`src/rtl/reg_file_pkg.sv`:
```
// Shared helpers for the 2-read/1-write register file: address sizing and
// byte-lane merging used by both the write path and the read bypass.
package reg_file_pkg;

  localparam int BYTE_W    = 8;
  localparam int MAX_WIDTH = 256;
  localparam int MAX_BYTES = MAX_WIDTH / BYTE_W;

  function automatic int clog2_min1(input int depth);
    int w;
    w = 1;
    while ((32'sd1 << w) < depth) begin
      w = w + 1;
    end
    return w;
  endfunction

  // Callers zero-extend into MAX_WIDTH and truncate the result back to WIDTH.
  function automatic logic [MAX_WIDTH-1:0] byte_merge(
    input logic [MAX_WIDTH-1:0] oldWord,
    input logic [MAX_WIDTH-1:0] newWord,
    input logic [MAX_BYTES-1:0] be,
    input int                   width
  );
    logic [MAX_WIDTH-1:0] merged;
    merged = oldWord;
    for (int i = 0; i < MAX_BYTES; i++) begin
      if (be[i] && (i < (width / BYTE_W))) begin
        merged[i*BYTE_W +: BYTE_W] = newWord[i*BYTE_W +: BYTE_W];
      end else begin
        merged[i*BYTE_W +: BYTE_W] = oldWord[i*BYTE_W +: BYTE_W];
      end
    end
    return merged;
  endfunction

endpackage

```
`src/rtl/reg_file_2r1w_if.sv`:
```
// Bus bundle for the register file: one byte-enabled write port and two
// read ports sharing a load enable.
interface reg_file_2r1w_if
  import reg_file_pkg::*;
#(
  parameter int WIDTH  = 32,
  parameter int DEPTH  = 16,
  parameter int ADDR_W = clog2_min1(DEPTH)
);

  logic                      wr_en;
  logic [ADDR_W-1:0]         wr_addr;
  logic [WIDTH-1:0]          wr_data;
  logic [WIDTH/BYTE_W-1:0]   wr_be;
  logic                      rd_en;
  logic [ADDR_W-1:0]         ra_addr;
  logic [ADDR_W-1:0]         rb_addr;
  logic [WIDTH-1:0]          rd_data_a;
  logic [WIDTH-1:0]          rd_data_b;

  modport master (
    output wr_en, wr_addr, wr_data, wr_be, rd_en, ra_addr, rb_addr,
    input  rd_data_a, rd_data_b
  );

  modport slave (
    input  wr_en, wr_addr, wr_data, wr_be, rd_en, ra_addr, rb_addr,
    output rd_data_a, rd_data_b
  );

endinterface

```
`src/rtl/reg_file_read_port.sv`:
```
// One registered read port: range/zero-register masking, same-edge write
// bypass, and the output latch that doubles as the A/B operand register.
module reg_file_read_port
  import reg_file_pkg::*;
#(
  parameter int WIDTH    = 32,
  parameter int DEPTH    = 16,
  parameter int ADDR_W   = clog2_min1(DEPTH),
  parameter int ZERO_REG = 1,
  parameter int BYPASS   = 1
) (
  input  logic                         clk,
  input  logic                         reset,
  input  logic                         rdEn,
  input  logic [ADDR_W-1:0]            rdAddr,
  input  logic [DEPTH-1:0][WIDTH-1:0]  regs,
  input  logic                         wrValid,
  input  logic [ADDR_W-1:0]            wrAddr,
  input  logic [WIDTH-1:0]             wrWord,
  output logic [WIDTH-1:0]             rdData
);

  localparam logic [ADDR_W:0] DEPTH_LIM = (ADDR_W+1)'(DEPTH);

  logic [WIDTH-1:0] nextData;

  // Select the word to load: masked, bypassed from the write port, or stored.
  always_comb begin
    nextData = '0;
    if (({1'b0, rdAddr} >= DEPTH_LIM) || ((ZERO_REG != 0) && (rdAddr == '0))) begin
      nextData = '0;
    end else if ((BYPASS != 0) && wrValid && (wrAddr == rdAddr)) begin
      nextData = wrWord;
    end else begin
      nextData = regs[rdAddr];
    end
  end

  // Output register; holds while rdEn is low.
  always_ff @(posedge clk or posedge reset) begin
    if (reset) begin
      rdData <= '0;
    end else if (rdEn) begin
      rdData <= nextData;
    end
  end

endmodule

```
`src/rtl/reg_file_2r1w.sv`:
```
// Parametrised general-purpose register file: storage and byte-enabled write
// path here, two registered read ports instantiated from reg_file_read_port.
module reg_file_2r1w
  import reg_file_pkg::*;
#(
  parameter int WIDTH    = 32,
  parameter int DEPTH    = 16,
  parameter int ADDR_W   = clog2_min1(DEPTH),
  parameter int ZERO_REG = 1,
  parameter int BYPASS   = 1
) (
  input  logic            clk,
  input  logic            reset,
  reg_file_2r1w_if.slave  bus
);

  localparam logic [ADDR_W:0] DEPTH_LIM = (ADDR_W+1)'(DEPTH);

  logic [DEPTH-1:0][WIDTH-1:0] regs;
  logic                        wrValid;
  logic [WIDTH-1:0]            oldWord;
  logic [WIDTH-1:0]            mergedWord;

  // Qualify the write and build the post-write word, shared with the bypass.
  always_comb begin
    wrValid = 1'b0;
    oldWord = '0;
    if (bus.wr_en && ({1'b0, bus.wr_addr} < DEPTH_LIM) &&
        !((ZERO_REG != 0) && (bus.wr_addr == '0))) begin
      wrValid = 1'b1;
      oldWord = regs[bus.wr_addr];
    end else begin
      wrValid = 1'b0;
      oldWord = '0;
    end
    mergedWord = WIDTH'(byte_merge(MAX_WIDTH'(oldWord), MAX_WIDTH'(bus.wr_data),
                                   MAX_BYTES'(bus.wr_be), WIDTH));
  end

  // Storage array; register 0 is never written when it is hardwired to zero.
  always_ff @(posedge clk or posedge reset) begin
    if (reset) begin
      regs <= '0;
    end else if (wrValid) begin
      regs[bus.wr_addr] <= mergedWord;
    end
  end

  reg_file_read_port #(
    .WIDTH(WIDTH), .DEPTH(DEPTH), .ADDR_W(ADDR_W),
    .ZERO_REG(ZERO_REG), .BYPASS(BYPASS)
  ) portA (
    .clk(clk), .reset(reset), .rdEn(bus.rd_en), .rdAddr(bus.ra_addr),
    .regs(regs), .wrValid(wrValid), .wrAddr(bus.wr_addr), .wrWord(mergedWord),
    .rdData(bus.rd_data_a)
  );

  reg_file_read_port #(
    .WIDTH(WIDTH), .DEPTH(DEPTH), .ADDR_W(ADDR_W),
    .ZERO_REG(ZERO_REG), .BYPASS(BYPASS)
  ) portB (
    .clk(clk), .reset(reset), .rdEn(bus.rd_en), .rdAddr(bus.rb_addr),
    .regs(regs), .wrValid(wrValid), .wrAddr(bus.wr_addr), .wrWord(mergedWord),
    .rdData(bus.rd_data_b)
  );

endmodule
```
`src/flat_wrapper.sv`:
```
// flat-port wrapper written by rule: the top's interface ports become plain ports
module reg_file_2r1w_flat import reg_file_pkg::*;
#(
  parameter int WIDTH    = 32,
  parameter int DEPTH    = 16,
  parameter int ADDR_W   = clog2_min1(DEPTH),
  parameter int ZERO_REG = 1,
  parameter int BYPASS   = 1
)
  (clk, reset, bus_wr_en, bus_wr_addr, bus_wr_data, bus_wr_be, bus_rd_en, bus_ra_addr, bus_rb_addr, bus_rd_data_a, bus_rd_data_b);
  reg_file_2r1w_if #(.WIDTH(WIDTH), .DEPTH(DEPTH), .ADDR_W(ADDR_W)) bus_i ();
  input  logic clk;
  input  logic reset;
  input wire logic [$bits(bus_i.wr_en)-1:0] bus_wr_en;
  input wire logic [$bits(bus_i.wr_addr)-1:0] bus_wr_addr;
  input wire logic [$bits(bus_i.wr_data)-1:0] bus_wr_data;
  input wire logic [$bits(bus_i.wr_be)-1:0] bus_wr_be;
  input wire logic [$bits(bus_i.rd_en)-1:0] bus_rd_en;
  input wire logic [$bits(bus_i.ra_addr)-1:0] bus_ra_addr;
  input wire logic [$bits(bus_i.rb_addr)-1:0] bus_rb_addr;
  output wire logic [$bits(bus_i.rd_data_a)-1:0] bus_rd_data_a;
  output wire logic [$bits(bus_i.rd_data_b)-1:0] bus_rd_data_b;
  assign bus_i.wr_en = bus_wr_en;
  assign bus_i.wr_addr = bus_wr_addr;
  assign bus_i.wr_data = bus_wr_data;
  assign bus_i.wr_be = bus_wr_be;
  assign bus_i.rd_en = bus_rd_en;
  assign bus_i.ra_addr = bus_ra_addr;
  assign bus_i.rb_addr = bus_rb_addr;
  assign bus_rd_data_a = bus_i.rd_data_a;
  assign bus_rd_data_b = bus_i.rd_data_b;
  reg_file_2r1w #(.WIDTH(WIDTH), .DEPTH(DEPTH), .ADDR_W(ADDR_W), .ZERO_REG(ZERO_REG), .BYPASS(BYPASS)) u_core (.clk(clk), .reset(reset), .bus(bus_i));
endmodule
```
`config.mk`:
```
export PLATFORM = sky130hd
export DESIGN_NAME = reg_file_2r1w_flat
export DESIGN_NICKNAME = d
export VERILOG_FILES = /design/src/rtl/reg_file_pkg.sv /design/src/rtl/reg_file_2r1w_if.sv /design/src/rtl/reg_file_read_port.sv /design/src/rtl/reg_file_2r1w.sv /design/src/flat_wrapper.sv
export SDC_FILE = /design/constraint.sdc
export NUM_CORES = 2
export LEC_CHECK = 0
export CORE_ASPECT_RATIO = 0.7
export CORE_MARGIN = 8
export CORE_UTILIZATION = 45
export CTS_CLUSTER_SIZE = 40
export DETAILED_ROUTE_END_ITERATION = 7
export PLACE_DENSITY = 0.61
export SYNTH_ARGS = -nofsm -noshare
export SYNTH_HDL_FRONTEND = slang
export SYNTH_SLANG_ARGS = --single-unit
export TNS_END_PERCENT = 10
```
`constraint.sdc`:
```
create_clock -name clk -period 28.1 [get_ports clk]
set_input_delay 7.025 -clock clk [delete_from_list [all_inputs] [get_ports clk]]
set_output_delay 7.025 -clock clk [all_outputs]
set_load 0.05 [all_outputs]
```
# After elaboration in Yosys (flattened, before gate mapping)
# Cells that the tools add are included.
dict set report totals {
  regBits 576
  in_bits 52
  out_inout_bits 64
  word_cells 51
}
dict set report classes {
  order_cmp 4
  n_eq_ne 2
  muxes 19
  reduce_logical 8
}
# op n
set op_table {}
lappend op_table {{512-bit bitwise mux} 1}
lappend op_table {{32-bit binary-select mux with 4-bit select} 3}
lappend op_table {{32-bit 2-to-1 mux} 9}
lappend op_table {{32-bit demux with 4-bit select} 1}
lappend op_table {{8-bit 2-to-1 mux} 4}
lappend op_table {{4-bit by 5-bit < comparator with 1-bit output (second input constant)} 3}
lappend op_table {{4-bit logical NOT} 3}
lappend op_table {{4-bit == test} 2}
lappend op_table {{4-bit by 1-bit >= comparator with 1-bit output (second input constant)} 1}
lappend op_table {{1-bit logical AND} 4}
lappend op_table {{1-bit logical NOT} 1}
lappend op_table {{1-bit 2-to-1 mux} 1}

# Logic depth before layout (Yosys ltp)
dict set report logic_depth {
  ltp_word 7
  depth_mapped 10
  ltp_nobuf 5
}

# Hierarchy
# Synthesis repeated with hierarchy kept, for this count alone.
dict set report unflattened {
  hier_cells 3340
  hier_area_um2 35083.6
}
# module n_inst cells_per_inst area_per_inst_um2 seq_area_each_um2
set by_module_without_submodules {}
lappend by_module_without_submodules {reg_file_2r1w 1 2216 23299.8 12812.3}
lappend by_module_without_submodules {reg_file_read_port 2 562 5891.9 800.8}

# Least setup slack after synthesis
# No wires, ideal clock.
dict set report synth_path {
  kind {input to register}
  startpoint {input port bus_wr_addr[2]}
  endpoint {register u_core.regs[148] in the netlist's numbering}
  setup_time_ns 0.133
  arrival_ns 8.733
  required_ns 27.967
  slack_ns 19.234
  cell_stages 9
  n_path_buf 4
  cell_sequence {buf_4 > buf_6 > buf_6 > mux4_2 > mux2i_1 > mux2i_1 > a22oi_2 > buf_4 > a21oi_1}
}
dict set report synth_between {
  elab_chain_cells 6
  word_cells_on_any_way 14
  classes_between {order compare (2); mux (8); reduce/logical (4)}
}
# element line_no
set synth_lines {}
lappend synth_lines {{start, declared} flat_wrapper.sv:15} ;# input wire logic [$bits(bus_i.wr_addr)-1:0] bus_wr_addr;
lappend synth_lines {{parallel branches: the longest is 6 deep, another holds 4-bit by 5-bit < comparator with 1-bit output} n/a}
lappend synth_lines {{end signal, assigned by index} reg_file_2r1w.sv:45} ;# regs[bus.wr_addr] <= mergedWord;
lappend synth_lines {{end, declared} reg_file_2r1w.sv:19} ;# logic [DEPTH-1:0][WIDTH-1:0] regs;
# Several ways; the timed one is not identified. The select of a mux whose other input is x is not followed.
# A chain may end at the register's enable or synchronous reset.

==> metrics.txt <==
register bit total from synthesis=576; 1st-pass router iterations=6; RSZ-0062 raised after global routing=false; final net count=2646; Final Cycle Share=35.72%; core area=71610 sq um; Cell Area, Placed=34080 sq um; clock latency on the worst-skew pair=0.64 ns; Worst VDD drop=50.54 uV; largest net degree at the start of global routing=167; Synth Area per Inst=12.19 sq um; Worst Hold Class=reg2reg; Routed Antenna Nets=0; highest achievable clock rate=99.62 MHz; Vias=24770; Cells after Synth=2675; Tot Pwr=2.804 mW; worst-path cell chain=clkdlybuf4s50_1, inv_8, buf_12, buf_4, buf_4; Iteration-0 DRC Markers=3255; vias in the first global route=24430; critical path's largest stage delay=0.88 ns; highest-delay cell along the critical path=buf_4; antenna violations before repair=1; post-synthesis cell type count=35; PD cells=77.65 nW/um^2; Crit path required time=28.73 ns; TNS Setup=0 ns; Global Route Usage Sum=26.88%; CP Data Arrival Time=10.66 ns; H-tree Lvls=2; total gr overflow=0; DR vias/cell=6.866; max-slew violations=0; post-layout min period=10.04 ns; Final Routed Wirelength=109.6 mm; Area growth syn-to-layout=10.75%; IO Pins=116; Final Instance Area=36110 sq um; routability congestion estimate=0.8652; Setup Buffers After CTS=0; commonest non-fill, non-tap cell in the layout=dfrtp_1; Startpoint Class=input port; Synth Warn #=0; relative slew slack=20.74%; site row count=82; wire per inst=30.37 um; die width=337.7 um; Clock transition at path regs=0.06 ns; Worst path most repeated cell=buf_4; Static Leak=14.51 nW; final routed DRC violation total=0; syn_nets=2727; post-synthesis sequential area ratio=44.21%; final setup vio count=0; MaxCap Viol Count=0; TritonCTS clock tree=yes; most used cells in the layout excluding fill and tap cells=dfrtp_1, nor2_1, mux4_2, a21oi_1, o221ai_1; CTS Sinks=576; port bufs=115; HPWL Detailed=63.24 mm; die area=81460 sq um; Clock Path Buffers=3; Die Span Y=241.2 um; first-pass GRT wire length=163.8 mm; share of layout cells above drive strength 1=23.21%; CP Max Fanout=166; worst clock skew=0.01444 ns; clock root buffer=clkbuf_16; kind of critical path=in2async; hold_buf cts=0; outcome=finished, final reports clean; CTS-repair resized insts=0; TritonCTS Buffers=57; crit end category=async pin; Initial Utilization=45.53%; Post-Syn Area=32600 sq um; worst-margin pin slew=1.188 ns; endpoints failing hold=0
-- cells in the mapped netlist --
cell type,n,area share [%]
dfrtp_1,576,44
nor2_1,392,4.5
a21oi_1,384,5.9
mux4_2,384,27
clkbuf_1,175,2.0
o221ai_1,124,3.3
nand2_1,99,1.1
mux2i_1,98,3.0
o21ai_0,98,1.5
buf_2,93,1.4
nand2b_1,70,1.3
o22ai_1,62,1.2
buf_4,30,0.69
a22oi_4,23,1.5
a22oi_2,9,0.35
buf_6,7,0.24
buf_1,6,0.069
nor2_2,6,0.12
xnor2_1,6,0.16
nor2b_1,4,0.077
a31oi_1,3,0.058
nand3_1,3,0.046
nor3_2,3,0.092
or2_2,3,0.058
a221o_1,2,0.061
inv_1,2,0.023
nand3b_1,2,0.046
nor3_1,2,0.031
o31ai_1,2,0.046
xor2_1,2,0.054
a22o_1,1,0.027
nand4_1,1,0.019
nor3b_1,1,0.023
o21ba_2,1,0.031
o41ai_4,1,0.084
-- per-stage QoR --
stage	hold WS, ns	utilization (%)	setup slack, ns	instances
after floorplan	0.4580	-	4.961	2675
after global placement	0.3995	47.59	17.24	3501
after detailed placement	0.4051	47.59	17.12	3501
after CTS	0.4210	50.42	17.80	3607
after global routing	0.4396	50.42	17.40	3607
final	0.4229	50.42	18.06	3608
-- worst max-delay path: cells and delay by family --
kind / cells / cell delay (ns)
buffers and inverters: 5 / 3.44
-- area by class of cell --
| cell class | instances | area, sq um |
|---|---|---|
| Fill cell | 6205 | 35510 |
| Multi-Input combinational cell | 1786 | 16870 |
| Sequential cell | 576 | 14410 |
| Clock buffer | 84 | 1730 |
| Timing Repair Buffer | 171 | 1577 |
| Tap cell | 966 | 1209 |
| Clock inverter | 22 | 291.5 |
| Inverter | 2 | 15.01 |
| Antenna cell | 1 | 2.502 |
-- report_power, final --
part / leakage (nW) / switching [mW] / internal [mW]
sequential: 6.99 / 0.208 / 1.01
clock: 1.01 / 0.344 / 0.489
combinational: 6.51 / 0.366 / 0.383
total: 14.5 / 0.918 / 1.89
-- state kept, by name (all words and copies together), names as in the netlist --
signal,count
u_core.portB.rdData,32
u_core.portA.rdData,32
u_core.regs,512
-- routing by layer --
metal	vias up	global-route usage [%]	part of all wire, %
met4	2	9.178	3.4
met1	12760	37.27	39
met2	1677	41.09	46
met3	293	7.290	12
li1	10040	-	-
met5	-	0	0.012
-- worst paths after layout --
check,depth (start not counted),endpoint,from,slack (ns)
setup reg to reg,5,u_core.regs[62],u_core.regs[510],25.86
max in group clk,7,u_core.portA.rdData[24],bus_wr_addr[3],18.30
hold / removal,0,u_core.regs[27],u_core.regs[27],0.42
hold reg to reg,0,u_core.regs[27],u_core.regs[27],0.42
setup / recovery,5,u_core.portB.rdData[18],reset,18.06
min in group asynchronous,2,u_core.regs[91],reset,6.90
-- cell families (layout without fill, tap and decap cells) --
logic type / after synthesis / in the layout / share of synthesized area, %
AOI/OAI and AO/OA: 710 / 710 / 14.07
and+or+nand+nor: 586 / 586 / 7.503
DFF: 576 / 576 / 44.21
muxes: 482 / 482 / 29.53
buffers and inverters: 313 / 279 / 4.467
xor gates and xnor gates: 8 / 8 / 0.2149
other: 0 / 1 / 0
Note: power is estimated with default switching activity, not from simulation.
